===== config.mk =====
export PLATFORM = sky130hd
export DESIGN_NAME = canvas_scheduler
export DESIGN_NICKNAME = d
export VERILOG_FILES = /design/src/rtl/canvas_scheduler.sv
export SDC_FILE = /design/constraint.sdc
export NUM_CORES = 1
export LEC_CHECK = 0
export BUFFER_PORTS_ARGS = -buffer_cell sky130_fd_sc_hd__buf_2
export CORE_MARGIN = 5
export CORE_UTILIZATION = 44
export CTS_CLUSTER_DIAMETER = 150
export DETAILED_ROUTE_END_ITERATION = 16
export PLACE_DENSITY = 0.76
export SLEW_MARGIN = 20
export SYNTH_ARGS = -nofsm -noshare
export SYNTH_HDL_FRONTEND = slang
export SYNTH_SLANG_ARGS = --single-unit

===== constraint.sdc =====
create_clock -name clk -period 1.91 [get_ports clk]
set_input_delay 0.2865 -clock clk [delete_from_list [all_inputs] [get_ports clk]]
set_output_delay 0.2865 -clock clk [all_outputs]
set_load 0.1 [all_outputs]

===== src/rtl/canvas_scheduler.sv =====
`default_nettype none
// +--------------------------------------------------------------------------------+
// | canvas_scheduler: shares the single canvas port among pen, recognizer, clear.  |
// | Rev 1.0                                                                        |
// +--------------------------------------------------------------------------------+
module canvas_scheduler #(
  parameter int ADDR_W   = 10,
  parameter int RESULT_W = 8,
  parameter int TIMEOUT  = 4096
) (
  input  logic                clk,
  input  logic                rst,
  input  logic                req,
  input  logic                clr,
  input  logic                pen_we,
  input  logic [ADDR_W-1:0]   pen_addr,
  input  logic                pen_data,
  output logic                pen_ready,
  output logic [ADDR_W-1:0]   mem_addr,
  output logic                mem_we,
  output logic                mem_wdata,
  output logic                mem_re,
  input  logic                mem_rdata,
  output logic                rec_start,
  input  logic [ADDR_W-1:0]   rec_read_addr,
  input  logic                rec_read_enable,
  output logic                rec_read_data,
  input  logic                rec_result_valid,
  input  logic [RESULT_W-1:0] rec_result,
  output logic                busy,
  output logic                result_valid,
  output logic [RESULT_W-1:0] result,
  output logic                error
);

  localparam int C_TO_W = $clog2(TIMEOUT);
  localparam int CNT_W  = (C_TO_W > ADDR_W) ? C_TO_W : ADDR_W;
  localparam logic [CNT_W-1:0] C_LAST_ADDR = CNT_W'((2 ** ADDR_W) - 1);
  localparam logic [CNT_W-1:0] C_TO_LAST   = CNT_W'(TIMEOUT - 1);
  localparam logic [CNT_W-1:0] C_ONE       = CNT_W'(1);

  typedef enum logic [2:0] {
    IDLE  = 3'd0,
    CLEAR = 3'd1,
    START = 3'd2,
    SCAN  = 3'd3,
    WAIT  = 3'd4,
    DONE  = 3'd5
  } state_t;

  state_t              state_q, state_d;
  logic [CNT_W-1:0]    cnt_q, cnt_d;
  logic [RESULT_W-1:0] result_q, result_d;
  logic                clr_pend_q, clr_pend_d;

  always_ff @(posedge clk or negedge rst) begin
    if (!rst) begin
      state_q    <= IDLE;
      cnt_q      <= '0;
      result_q   <= '0;
      clr_pend_q <= 1'b0;
    end else begin
      state_q    <= state_d;
      cnt_q      <= cnt_d;
      result_q   <= result_d;
      clr_pend_q <= clr_pend_d;
    end
  end

  always_comb begin
    state_d      = state_q;
    cnt_d        = cnt_q;
    result_d     = result_q;
    clr_pend_d   = clr_pend_q | (clr && (state_q != IDLE));
    pen_ready    = 1'b0;
    mem_addr     = pen_addr;
    mem_we       = 1'b0;
    mem_wdata    = pen_data;
    mem_re       = 1'b0;
    rec_start    = 1'b0;
    result_valid = 1'b0;
    error        = 1'b0;

    case (state_q)
      IDLE: begin
        pen_ready = 1'b1;
        mem_we    = pen_we;
        // A clear always wins over a recognition request issued alongside it.
        if (clr_pend_q || clr) begin
          state_d    = CLEAR;
          cnt_d      = '0;
          clr_pend_d = 1'b0;
        end else if (req) begin
          state_d = START;
          cnt_d   = '0;
        end
      end
      CLEAR: begin
        mem_we    = 1'b1;
        mem_wdata = 1'b0;
        mem_addr  = cnt_q[ADDR_W-1:0];
        if (cnt_q == C_LAST_ADDR) begin
          state_d = IDLE;
          cnt_d   = '0;
        end else begin
          cnt_d = cnt_q + C_ONE;
        end
      end
      START: begin
        rec_start = 1'b1;
        mem_addr  = rec_read_addr;
        mem_re    = rec_read_enable;
        cnt_d     = cnt_q + C_ONE;
        state_d   = SCAN;
      end
      SCAN: begin
        mem_addr = rec_read_addr;
        mem_re   = rec_read_enable;
        // cnt tracks the scan address, so the last address ends the scan cleanly.
        if (cnt_q == C_LAST_ADDR) begin
          state_d = WAIT;
          cnt_d   = '0;
        end else if (!rec_read_enable) begin
          error   = 1'b1;
          state_d = IDLE;
        end else begin
          cnt_d = cnt_q + C_ONE;
        end
      end
      WAIT: begin
        if (rec_result_valid) begin
          result_d = rec_result;
          state_d  = DONE;
        end else if (cnt_q == C_TO_LAST) begin
          error   = 1'b1;
          state_d = IDLE;
        end else begin
          cnt_d = cnt_q + C_ONE;
        end
      end
      DONE: begin
        result_valid = 1'b1;
        state_d      = IDLE;
      end
      default: state_d = IDLE;
    endcase
  end

  assign rec_read_data = mem_rdata;
  assign busy          = (state_q != IDLE);
  assign result        = result_q;

endmodule
`default_nettype wire

-- Yosys cells after proc, flatten, opt, wreduce, memory -nomap -nowiden
Cells that the tools add are included.
- bits in latches: 0
- memories: 0
- input bits: 37
- bits in registers: 24
- bits in writable memories: 0
- memory bits (read-only): 0
- output and inout port bits: 27
- magnitude comparators: 0
- shifts and indexed selects: 0
- reduce and logical (&&, ||, !) cells: 9
- divide/modulo/power cells: 0
- muxes and demuxes: 30
- multiply operators: 0
- eq/ne operators: 14
- add/sub/neg operators: 1
- bitwise operators: 1
- operator list (cell ; count):
    $mux 12 ; 7
    $pmux 12 s5 ; 1
    $mux 3 ; 7
    $pmux 10 s2 ; 1
    $pmux 3 s5 ; 1
    $add 12x1->12 const B ; 1
    $eq 12x10->1 const B ; 1
    $eq 12x12->1 const B ; 1
    $ne 3x3->1 const B ; 4
    $mux 1 ; 11
    $eq 3x2->1 const B ; 2
    $eq 3x3->1 const B ; 2
    $ne 2x2->1 const B ; 3
    $reduce_and 5->1 ; 1
    $reduce_bool 5->1 ; 1
    $pmux 1 s2 ; 2
    $reduce_and 4->1 ; 1
    $eq 3x1->1 const B ; 1
    $logic_not 3->1 ; 1
    $reduce_bool 3->1 ; 1
    $reduce_and 2->1 ; 1
    $reduce_or 2->1 ; 1
    $logic_and 1x1->1 ; 1
    $logic_or 1x1->1 ; 1
    $or 1x1->1 ; 1

-- Logic depth before layout (Yosys ltp)
Gate-level depths: netlist of run 1.
- depth after elaboration: 5
- mapped depth: 8

-- Least setup slack after synthesis of run 1
Ideal clock, no wire load.
- kind: register to register
- start: reg state_q[0]
- end: reg cnt_q[5]
- buffers on the path: 2
- cell stages (with the launch flop): 9
- arrival: 4.927 ns
- required time: 1.778 ns
- setup time: 0.132 ns
- setup slack: -3.149 ns
- path through: dfrtp_1 buf_6 nor3_1 inv_1 nand2_1 clkbuf_1 nor3_1 o21ai_0 o41ai_2
- cells in the longest elaborated chain, start to end: 3
- RTL lines (item ; RTL line ; text):
    start, declared ; 51 ; state_t state_q, state_d;
    start signal, assigned ; 63 ; state_q <= state_d;
    $eq 3x2->1, or another cell as far along ; 84 ; case (state_q)
    $ne 3x3->1 (no source line), or another cell as far along ; -- ;
    $reduce_and 5->1 (no source line) ; -- ;
    end signal, assigned ; 64 ; cnt_q <= cnt_d;
    end, declared ; 52 ; logic [CNT_W-1:0] cnt_q, cnt_d;
Parallel ways exist; a longest one is shown, timed or not.
A chain may end at the register's enable or synchronous reset.

-- Worst setup path in the final report of run 1
- start: reg cnt_q[1]
- end: out error
- cells in the longest elaborated chain, start to end: 4
- RTL lines (item ; RTL line ; text):
    $eq 12x12->1 ; 134 ; end else if (cnt_q == C_TO_LAST) begin
    $mux 1 ; 134 ;
    $mux 1 ; 131 ; if (rec_result_valid) begin
    $pmux 1 s2 (*) ; 84 ;
    end, declared ; 33 ; output logic error
Every way passes the cells marked *; elsewhere a longest branch is shown, timed or not.

==> report_table.html, run 1 <==
<table>
<tr><th>Metric</th><th>Value</th></tr>
<tr><th colspan="2">Hold path</th></tr>
<tr><td>Type of the most critical hold path</td><td>input pin to flip-flop</td></tr>
<tr><td>Hold path start</td><td>rec_result[5]</td></tr>
<tr><th colspan="2">Power</th></tr>
<tr><td>Power Internal</td><td>1.46 mW</td></tr>
<tr><td>Worst voltage drop across the vdd grid</td><td>0.642 mV</td></tr>
<tr><td>Net switching power</td><td>1.22 mW</td></tr>
<tr><td>Sequential group share of total power</td><td>24.0%</td></tr>
<tr><td>Leakage</td><td>about 1.4 nW</td></tr>
<tr><td>Part of the power in combinational logic</td><td>58.6%</td></tr>
<tr><td>Total power after layout</td><td>2.68 mW</td></tr>
<tr><td>Net switching fraction of the power</td><td>45.4%</td></tr>
<tr><td>PwrDens</td><td>857 mW/mm^2</td></tr>
<tr><td>Clk pwr share</td><td>17.5%</td></tr>
<tr><th colspan="2">Detailed routing</th></tr>
<tr><td>Remaining routing DRC violations</td><td>0</td></tr>
<tr><td>Initial DRC count</td><td>199</td></tr>
<tr><td>Average detailed-routed wire length per instance</td><td>~23 um</td></tr>
<tr><td>Final ANT Viol Nets</td><td>0</td></tr>
<tr><td>DR pass1 iterations</td><td>5</td></tr>
<tr><td>Total routed wirelength</td><td>7.76 mm</td></tr>
<tr><td>Vias post-DR</td><td>between 2000 and 2500</td></tr>
<tr><td>Vias/cell</td><td>6.18</td></tr>
<tr><th colspan="2">Placed design</th></tr>
<tr><td>Placer congestion estimate</td><td>0.905</td></tr>
<tr><td>Area of placed instances</td><td>0.00260 sq mm</td></tr>
<tr><td>Buffers added on ports</td><td>61</td></tr>
<tr><td>Detailed Place HPWL</td><td>4.04 mm</td></tr>
<tr><th colspan="2">Finish</th></tr>
<tr><td>Fraction of layout cells with a size suffix above 1</td><td>roughly two thirds</td></tr>
<tr><td>Total number of nets in the final design</td><td>330</td></tr>
<tr><td>Number of diodes</td><td>0</td></tr>
<tr><td>Most used cells in the layout excluding fill and tap cells</td><td>buf_2 (43), buf_4 (41), buf_12 (22), dfrtp_1 (20)</td></tr>
<tr><td>Fin area</td><td>around 0.0031 sq mm</td></tr>
<tr><td>Layout overhead on the synthesized area</td><td>92.8%</td></tr>
<tr><td>Fill cells</td><td>around 150</td></tr>
<tr><td>Most frequent standard cell in the layout excluding fill and tap cells</td><td>buf_2</td></tr>
<tr><th colspan="2">Yosys</th></tr>
<tr><td>Yosys warning count</td><td>0</td></tr>
<tr><td>Share of synthesized flip-flops with an asynchronous set or reset</td><td>100%</td></tr>
<tr><td>Top-area cell type share of the netlist area</td><td>37.1%</td></tr>
<tr><td>Cell count after synthesis</td><td>181</td></tr>
<tr><td>Flops &amp; latches, synth</td><td>24</td></tr>
<tr><td>Cell taking the most area after synthesis</td><td>dfrtp_1</td></tr>
<tr><td>Number of synthesized flops with an enable pin</td><td>0</td></tr>
<tr><td>Synthesized netlist net count</td><td>219</td></tr>
<tr><td>Post-Synthesis Mean Instance Area</td><td>8.95 sq um</td></tr>
<tr><td>Prevailing post-synth register cell</td><td>dfrtp_1</td></tr>
<tr><td>Synthesized cell area</td><td>~0.0016 sq mm</td></tr>
<tr><td>Cell variety after synth</td><td>46</td></tr>
<tr><td>Top cells by area in the synthesized netlist</td><td>dfrtp_1 (37%), o21ai_0 (7.1%), mux2_2 (5.6%), nand2_1 (5.3%), a22oi_1 (4.6%)</td></tr>
<tr><td>Sequential area share after synthesis</td><td>37.1%</td></tr>
<tr><th colspan="2">Timing</th></tr>
<tr><td>Setup tns final</td><td>-1950 ps</td></tr>
<tr><td>Crit path setup slack, layout</td><td>-200 ps</td></tr>
<tr><td>Slew of the pin with the lowest slew margin</td><td>between 500 and 600 ps</td></tr>
<tr><td>Worst slew margin relative to its limit</td><td>61.2%</td></tr>
<tr><td>Pins over their slew limit</td><td>0</td></tr>
<tr><td>Max Fclk</td><td>approximately 0.47 GHz</td></tr>
<tr><td>Setup violation total in the final timing report</td><td>25</td></tr>
<tr><td>Tightest hold margin</td><td>around 240 ps</td></tr>
<tr><td>Largest clock skew in the final design</td><td>3.09 ps</td></tr>
<tr><td>Final period util</td><td>110%</td></tr>
<tr><td>Min Tclk post-route</td><td>2110 ps</td></tr>
<tr><td>Fin. Hold Viols</td><td>0</td></tr>
<tr><td>Setup repair after global routing missed its margin</td><td>yes</td></tr>
<tr><th colspan="2">Worst setup path</th></tr>
<tr><td>Largest fanout on the critical path</td><td>2</td></tr>
<tr><td>Buf/Inv on CP</td><td>2</td></tr>
<tr><td>Beginning of the worst register-to-register path</td><td>cnt_q[1]</td></tr>
<tr><td>Top delay family on crit path</td><td>simple AND/OR/NAND/NOR gates</td></tr>
<tr><td>Maximum cell stage delay along the critical path</td><td>390 ps</td></tr>
<tr><td>CP endpoint kind</td><td>output pin</td></tr>
<tr><td>Start point of the critical path</td><td>cnt_q[1]</td></tr>
<tr><td>Library cell contributing the largest single delay on the critical path</td><td>dfrtp_1</td></tr>
<tr><td>Critical Path Source Type</td><td>flip-flop</td></tr>
<tr><td>Crit path DAT</td><td>1820 ps</td></tr>
<tr><td>Path type of the worst setup path</td><td>flip-flop to output pin</td></tr>
<tr><td>Data required time of the critical path</td><td>1620 ps</td></tr>
<tr><td>CP Cell Sequence</td><td>ha_2 -&gt; nand2_2 -&gt; buf_6 -&gt; nor2_4 -&gt; nand2_4 -&gt; nor3_4 -&gt; a41o_4 -&gt; buf_12</td></tr>
<tr><th colspan="2">Flow run</th></tr>
<tr><td>Max-cap violations</td><td>0</td></tr>
<tr><th colspan="2">Floorplanning</th></tr>
<tr><td>Die footprint</td><td>0.00500 sq mm</td></tr>
<tr><td>Number of core rows</td><td>22</td></tr>
<tr><td>IO Pins</td><td>64</td></tr>
<tr><td>Die W</td><td>70.7 um</td></tr>
<tr><td>Height of the die</td><td>approximately 71 um</td></tr>
<tr><td>Initial Utilization</td><td>approximately 45%</td></tr>
<tr><td>Core area</td><td>0.00361 sq mm</td></tr>
<tr><th colspan="2">Clocking</th></tr>
<tr><td>Clock slew at the register clock pins of the worst setup and hold paths</td><td>90 ps</td></tr>
<tr><td>H-tree depth</td><td>1</td></tr>
<tr><td>Clock tree from TritonCTS</td><td>built</td></tr>
<tr><td>Clock root cell</td><td>clkbuf_8</td></tr>
<tr><td>Skew-Pair Late Insertion Delay</td><td>280 ps</td></tr>
<tr><td>Clock buffers created by TritonCTS</td><td>3</td></tr>
<tr><td>Sink count of the clock tree</td><td>24</td></tr>
<tr><td>Maximum clock insertion buffer count</td><td>2</td></tr>
<tr><th colspan="2">Global routing</th></tr>
<tr><td>Total routing resource utilization after global routing</td><td>23.0%</td></tr>
<tr><td>Antenna violations before repair</td><td>0</td></tr>
<tr><td>Number of global-route vias before repair</td><td>1883</td></tr>
<tr><td>Global-route wire length before repair</td><td>a little over 9 mm</td></tr>
<tr><td>Pin count of the biggest net entering global routing</td><td>25</td></tr>
<tr><td>GRT overflow</td><td>0</td></tr>
<tr><th colspan="2">Status</th></tr>
<tr><td>Violated checks</td><td>setup timing</td></tr>
<tr><td>Run status</td><td>finished, violations left</td></tr>
</table>
-- logic make-up (layout without fill, tap and decap cells) --
| group | after synthesis | in the layout | share of synthesized area [%] |
|---|---|---|---|
| and+or+nand+nor | 74 | 75 | 26.6 |
| AOI/OAI and AO/OA | 57 | 57 | 24.7 |
| DFF | 24 | 24 | 37.1 |
| buffers and inverters | 17 | 126 | 5.33 |
| adders and majority gates | 1 | 1 | 0.772 |
| muxes | 8 | 8 | 5.56 |
-- final cells by class --
cell class                      count  area, sq um  share of cell area, %
Inverter                            3         15.0                  0.481
Multi-Input combinational cell    141         1240                   39.8
Sequential cell                    24          606                   19.4
Clock buffer                        3         41.3                   1.32
Tap cell                           48         60.1                   1.92
Timing Repair Buffer              119         1130                   36.2
Clock inverter                      1         30.0                  0.961
-- state kept, by name, summed over array words and instances, names as in the netlist --
signal,count
clr_pend_q,1
cnt_q,12
result,8
state_q,3
-- metal layers --
layer,GRT usage [%],routed length (um),vias up,part of all wire (%)
li1,-,-,895,-
met1,27.5,2790,978,36
met2,40.5,3720,179,48
met3,4.97,805,44,10
met4,8.56,450,0,5.8
met5,0,0,-,0
-- power by group through the flow --
stage                     Clock [mW]  Sequential [mW]  Combinational, mW
after CTS                      0.454            0.631               1.47
final                          0.468            0.642               1.57
after floorplan                    0            0.659              0.859
after global placement             0            0.635               1.41
after detailed placement           0            0.639               1.44
after global routing           0.484            0.650               1.63
-- synth_stat cells, drive strengths merged (2+ instances only) --
library cell,count
nor3,10
buf,7
o41ai,2
nor4,3
clkbuf,7
o21a,2
a21oi,3
nor3b,3
o211ai,2
o31ai,5
nand3,6
a22oi,10
mux2,8
nand2,23
inv,3
nor2b,2
and3,2
nand2b,4
or4b,2
dfrtp,24
o21ai,25
nor2,13
-- metrics by stage --
step	setup WS (ps)	cells	util, %
finish	-200	339	86.6
detailed placement	-99.9	308	72.0
floorplan	-1160	181	-
CTS	-206	323	78.6
global placement	-3.21	308	72.0
global route	-267	339	86.6
-- path summary, 6_finish.rpt --
path	end	slack, ps	depth (start not counted)
hold reg to reg	result[2]	510	1
min in group asynchronous	cnt_q[1]	550	2
hold / removal	result[5]	240	2
max in group asynchronous	state_q[1]	940	2
setup reg to reg	cnt_q[7]	-190	10
setup / recovery	error	-200	8
-- timing repair --
item,in CTS,in global routing
endpoints found under the setup margin,17,26
hold buffers,1,0
pin swaps,5,7
resized for setup,16,41
endpoints found under the hold margin,2,0
setup buffers,10,14
gates cloned,0,2
(Power assumes the default switching activity.)
==> run 2: changes to the inputs <==
- MAX_ROUTING_LAYER: not set -> met4
- clock period: 1.91 -> 1.8 ns (I/O delays scaled with it)
==> report_table.html, run 2 (synthesized netlist as in run 1, its figures left out) <==
<table>
<tr><th>Metric</th><th>Value</th></tr>
<tr><th colspan="2">Finish</th></tr>
<tr><td>Fraction of layout cells with a size suffix above 1</td><td>a little under three quarters</td></tr>
<tr><td>Total number of nets in the final design</td><td>332</td></tr>
<tr><td>Max reg flops</td><td>12</td></tr>
<tr><td>Count of placed standard cells in the final layout, fillers left out</td><td>340</td></tr>
<tr><td>Post-Route Utilization</td><td>91.3%</td></tr>
<tr><td>Number of diodes</td><td>0</td></tr>
<tr><td>Layout overhead on the synthesized area</td><td>103%</td></tr>
<tr><td>Most frequent standard cell in the layout excluding fill and tap cells</td><td>buf_2</td></tr>
<tr><td>Largest Register</td><td>cnt_q</td></tr>
<tr><td>Most used cells in the layout excluding fill and tap cells</td><td>buf_2 (43), buf_4 (40), buf_12 (23), dfrtp_1 (22), o21ai_4 (14)</td></tr>
<tr><td>Fin area</td><td>approximately 0.0033 sq mm</td></tr>
<tr><th colspan="2">Timing</th></tr>
<tr><td>Setup violation total in the final timing report</td><td>29</td></tr>
<tr><td>Fin. Hold Viols</td><td>0</td></tr>
<tr><td>Pins over their slew limit</td><td>0</td></tr>
<tr><td>Setup repair after global routing missed its margin</td><td>yes</td></tr>
<tr><td>Final period util</td><td>127%</td></tr>
<tr><td>Crit path setup slack, layout</td><td>-489 ps</td></tr>
<tr><td>Worst slew margin relative to its limit</td><td>about three fifths</td></tr>
<tr><td>Slew of the pin with the lowest slew margin</td><td>572 ps</td></tr>
<tr><td>Max Fclk</td><td>between 0.4 and 0.5 GHz</td></tr>
<tr><td>Min Tclk post-route</td><td>2290 ps</td></tr>
<tr><td>Largest clock skew in the final design</td><td>between 3 and 4 ps</td></tr>
<tr><th colspan="2">Clocking</th></tr>
<tr><td>Clock tree from TritonCTS</td><td>built</td></tr>
<tr><td>Clock slew at the register clock pins of the worst setup and hold paths</td><td>90 ps</td></tr>
<tr><td>Clock buffers created by TritonCTS</td><td>3</td></tr>
<tr><td>Maximum clock insertion buffer count</td><td>2</td></tr>
<tr><td>H-tree depth</td><td>1</td></tr>
<tr><td>Clock root cell</td><td>clkbuf_8</td></tr>
<tr><td>Skew-Pair Late Insertion Delay</td><td>280 ps</td></tr>
<tr><td>Sink count of the clock tree</td><td>24</td></tr>
<tr><th colspan="2">Worst setup path</th></tr>
<tr><td>Crit path DAT</td><td>2020 ps</td></tr>
<tr><td>Data required time of the critical path</td><td>1530 ps</td></tr>
<tr><td>Library cell contributing the largest single delay on the critical path</td><td>dfrtp_1</td></tr>
<tr><td>Setup slack, reg-to-reg</td><td>-470 ps</td></tr>
<tr><td>Maximum cell stage delay along the critical path</td><td>420 ps</td></tr>
<tr><td>Top delay family on crit path</td><td>simple AND/OR/NAND/NOR gates</td></tr>
<tr><td>Path type of the worst setup path</td><td>flip-flop to output pin</td></tr>
<tr><td>Largest fanout on the critical path</td><td>3</td></tr>
<tr><td>WP depth</td><td>7</td></tr>
<tr><td>Buf/Inv on CP</td><td>2</td></tr>
<tr><td>CP endpoint kind</td><td>output pin</td></tr>
<tr><td>Length in cells of the worst reg-to-reg path</td><td>10</td></tr>
<tr><td>Critical Path Source Type</td><td>flip-flop</td></tr>
<tr><td>CP Cell Sequence</td><td>ha_2 -&gt; nand2_4 -&gt; buf_6 -&gt; nor4_4 -&gt; nor2_2 -&gt; a41o_4 -&gt; buf_12</td></tr>
<tr><th colspan="2">Detailed routing</th></tr>
<tr><td>Initial DRC count</td><td>roughly 180</td></tr>
<tr><td>Vias/cell</td><td>roughly 7</td></tr>
<tr><td>Total routed wirelength</td><td>between 9 and 10 mm</td></tr>
<tr><td>Remaining routing DRC violations</td><td>0</td></tr>
<tr><td>Final ANT Viol Nets</td><td>0</td></tr>
<tr><td>Vias post-DR</td><td>roughly 2300</td></tr>
<tr><td>Average detailed-routed wire length per instance</td><td>roughly 28 um</td></tr>
<tr><td>DR pass1 iterations</td><td>5</td></tr>
<tr><th colspan="2">Hold path</th></tr>
<tr><td>Cell depth of the worst min-delay path</td><td>2</td></tr>
<tr><td>Type of the most critical hold path</td><td>input pin to flip-flop</td></tr>
<tr><th colspan="2">Placed design</th></tr>
<tr><td>Area of placed instances</td><td>0.00267 sq mm</td></tr>
<tr><td>Detailed Place HPWL</td><td>approximately 4.4 mm</td></tr>
<tr><td>Placed cell count</td><td>314</td></tr>
<tr><td>Placer congestion estimate</td><td>0.838</td></tr>
<tr><td>Worst setup timing slack at the placement stage</td><td>-154 ps</td></tr>
<tr><td>Buffers added on ports</td><td>between 60 and 70</td></tr>
<tr><th colspan="2">Floorplanning</th></tr>
<tr><td>Initial Utilization</td><td>44.9%</td></tr>
<tr><td>Core area</td><td>roughly 0.0036 sq mm</td></tr>
<tr><td>IO Pins</td><td>64</td></tr>
<tr><td>Height of the die</td><td>70.7 um</td></tr>
<tr><td>Die footprint</td><td>roughly 0.005 sq mm</td></tr>
<tr><td>Number of core rows</td><td>22</td></tr>
<tr><td>Die W</td><td>70.7 um</td></tr>
<tr><th colspan="2">Global routing</th></tr>
<tr><td>Number of global-route vias before repair</td><td>2352</td></tr>
<tr><td>Global-route wire length before repair</td><td>between 10 and 15 mm</td></tr>
<tr><td>Pin count of the biggest net entering global routing</td><td>25</td></tr>
<tr><td>Antenna violations before repair</td><td>0</td></tr>
<tr><td>GRT overflow</td><td>0</td></tr>
<tr><td>Total routing resource utilization after global routing</td><td>33.6%</td></tr>
<tr><th colspan="2">Status</th></tr>
<tr><td>Run status</td><td>finished, violations left</td></tr>
<tr><td>Violated checks</td><td>setup timing</td></tr>
<tr><th colspan="2">Flow run</th></tr>
<tr><td>Max-cap violations</td><td>0</td></tr>
<tr><th colspan="2">Power</th></tr>
<tr><td>PwrDens</td><td>887 mW/mm^2</td></tr>
<tr><td>Worst voltage drop across the vdd grid</td><td>0.674 mV</td></tr>
<tr><td>Total power after layout</td><td>around 2.9 mW</td></tr>
<tr><td>Leakage</td><td>1.48 nW</td></tr>
</table>
## run 2: cell count changes in the layout (fill, tap and decap cells not counted), sizes merged
cell,before,now
buf,116,119
clkbuf,5,3
bufinv,1,0
nand2b,4,5
## run 2: stage by stage
stage	setup TNS [ps]	hold WS (ps)
5_1_grt	-7870	226
6_report	-6900	219
4_1_cts	-2800	234
2_1_floorplan	-16450	-25.6
3_3_place_gp	-399	280
3_5_place_dp	-2050	283
## run 2: final timing paths
kind / end / start
worst max register to register: cnt_q[11] / cnt_q[0]
min in group asynchronous: result[4] / rst
worst min-delay path: result[6] / rec_result[6]
max in group asynchronous: state_q[0] / rst
worst max-delay path: error / cnt_q[0]
worst min register to register: result[2] / result[2]
## run 2: final cells by class
class	instances	area [sq um]
clock buffers	3	41.3
fillers	124	315
inverters	3	15.0
multi-input cells	142	1420
flip-flops and latches	24	603
well taps	48	60.1
repair buffers	120	1160
## run 2: metal layers
metal  GRT usage [%]  wire length, um  vias up
met1            35.9             3260     1110
met5               -                0        -
met2            61.7             4350      253
met4            12.5              703        0
met3            5.26             1080       78
li1                -                -      903
## run 2: timing repair
action / in CTS / in global routing
hold endpoints to repair: 24 / 0
resized for setup: 59 / 24
setup buffers: 16 / 2
pin swaps: 23 / 8
setup endpoints to repair: 25 / 29
gates cloned: 4 / 0
hold buffers: 1 / 0
## run 2: power by group
group	switching (mW)	internal, mW
Combinational	1.12	0.754
Clock	0.183	0.151
Sequential	0.0990	0.610
Total	1.41	1.51
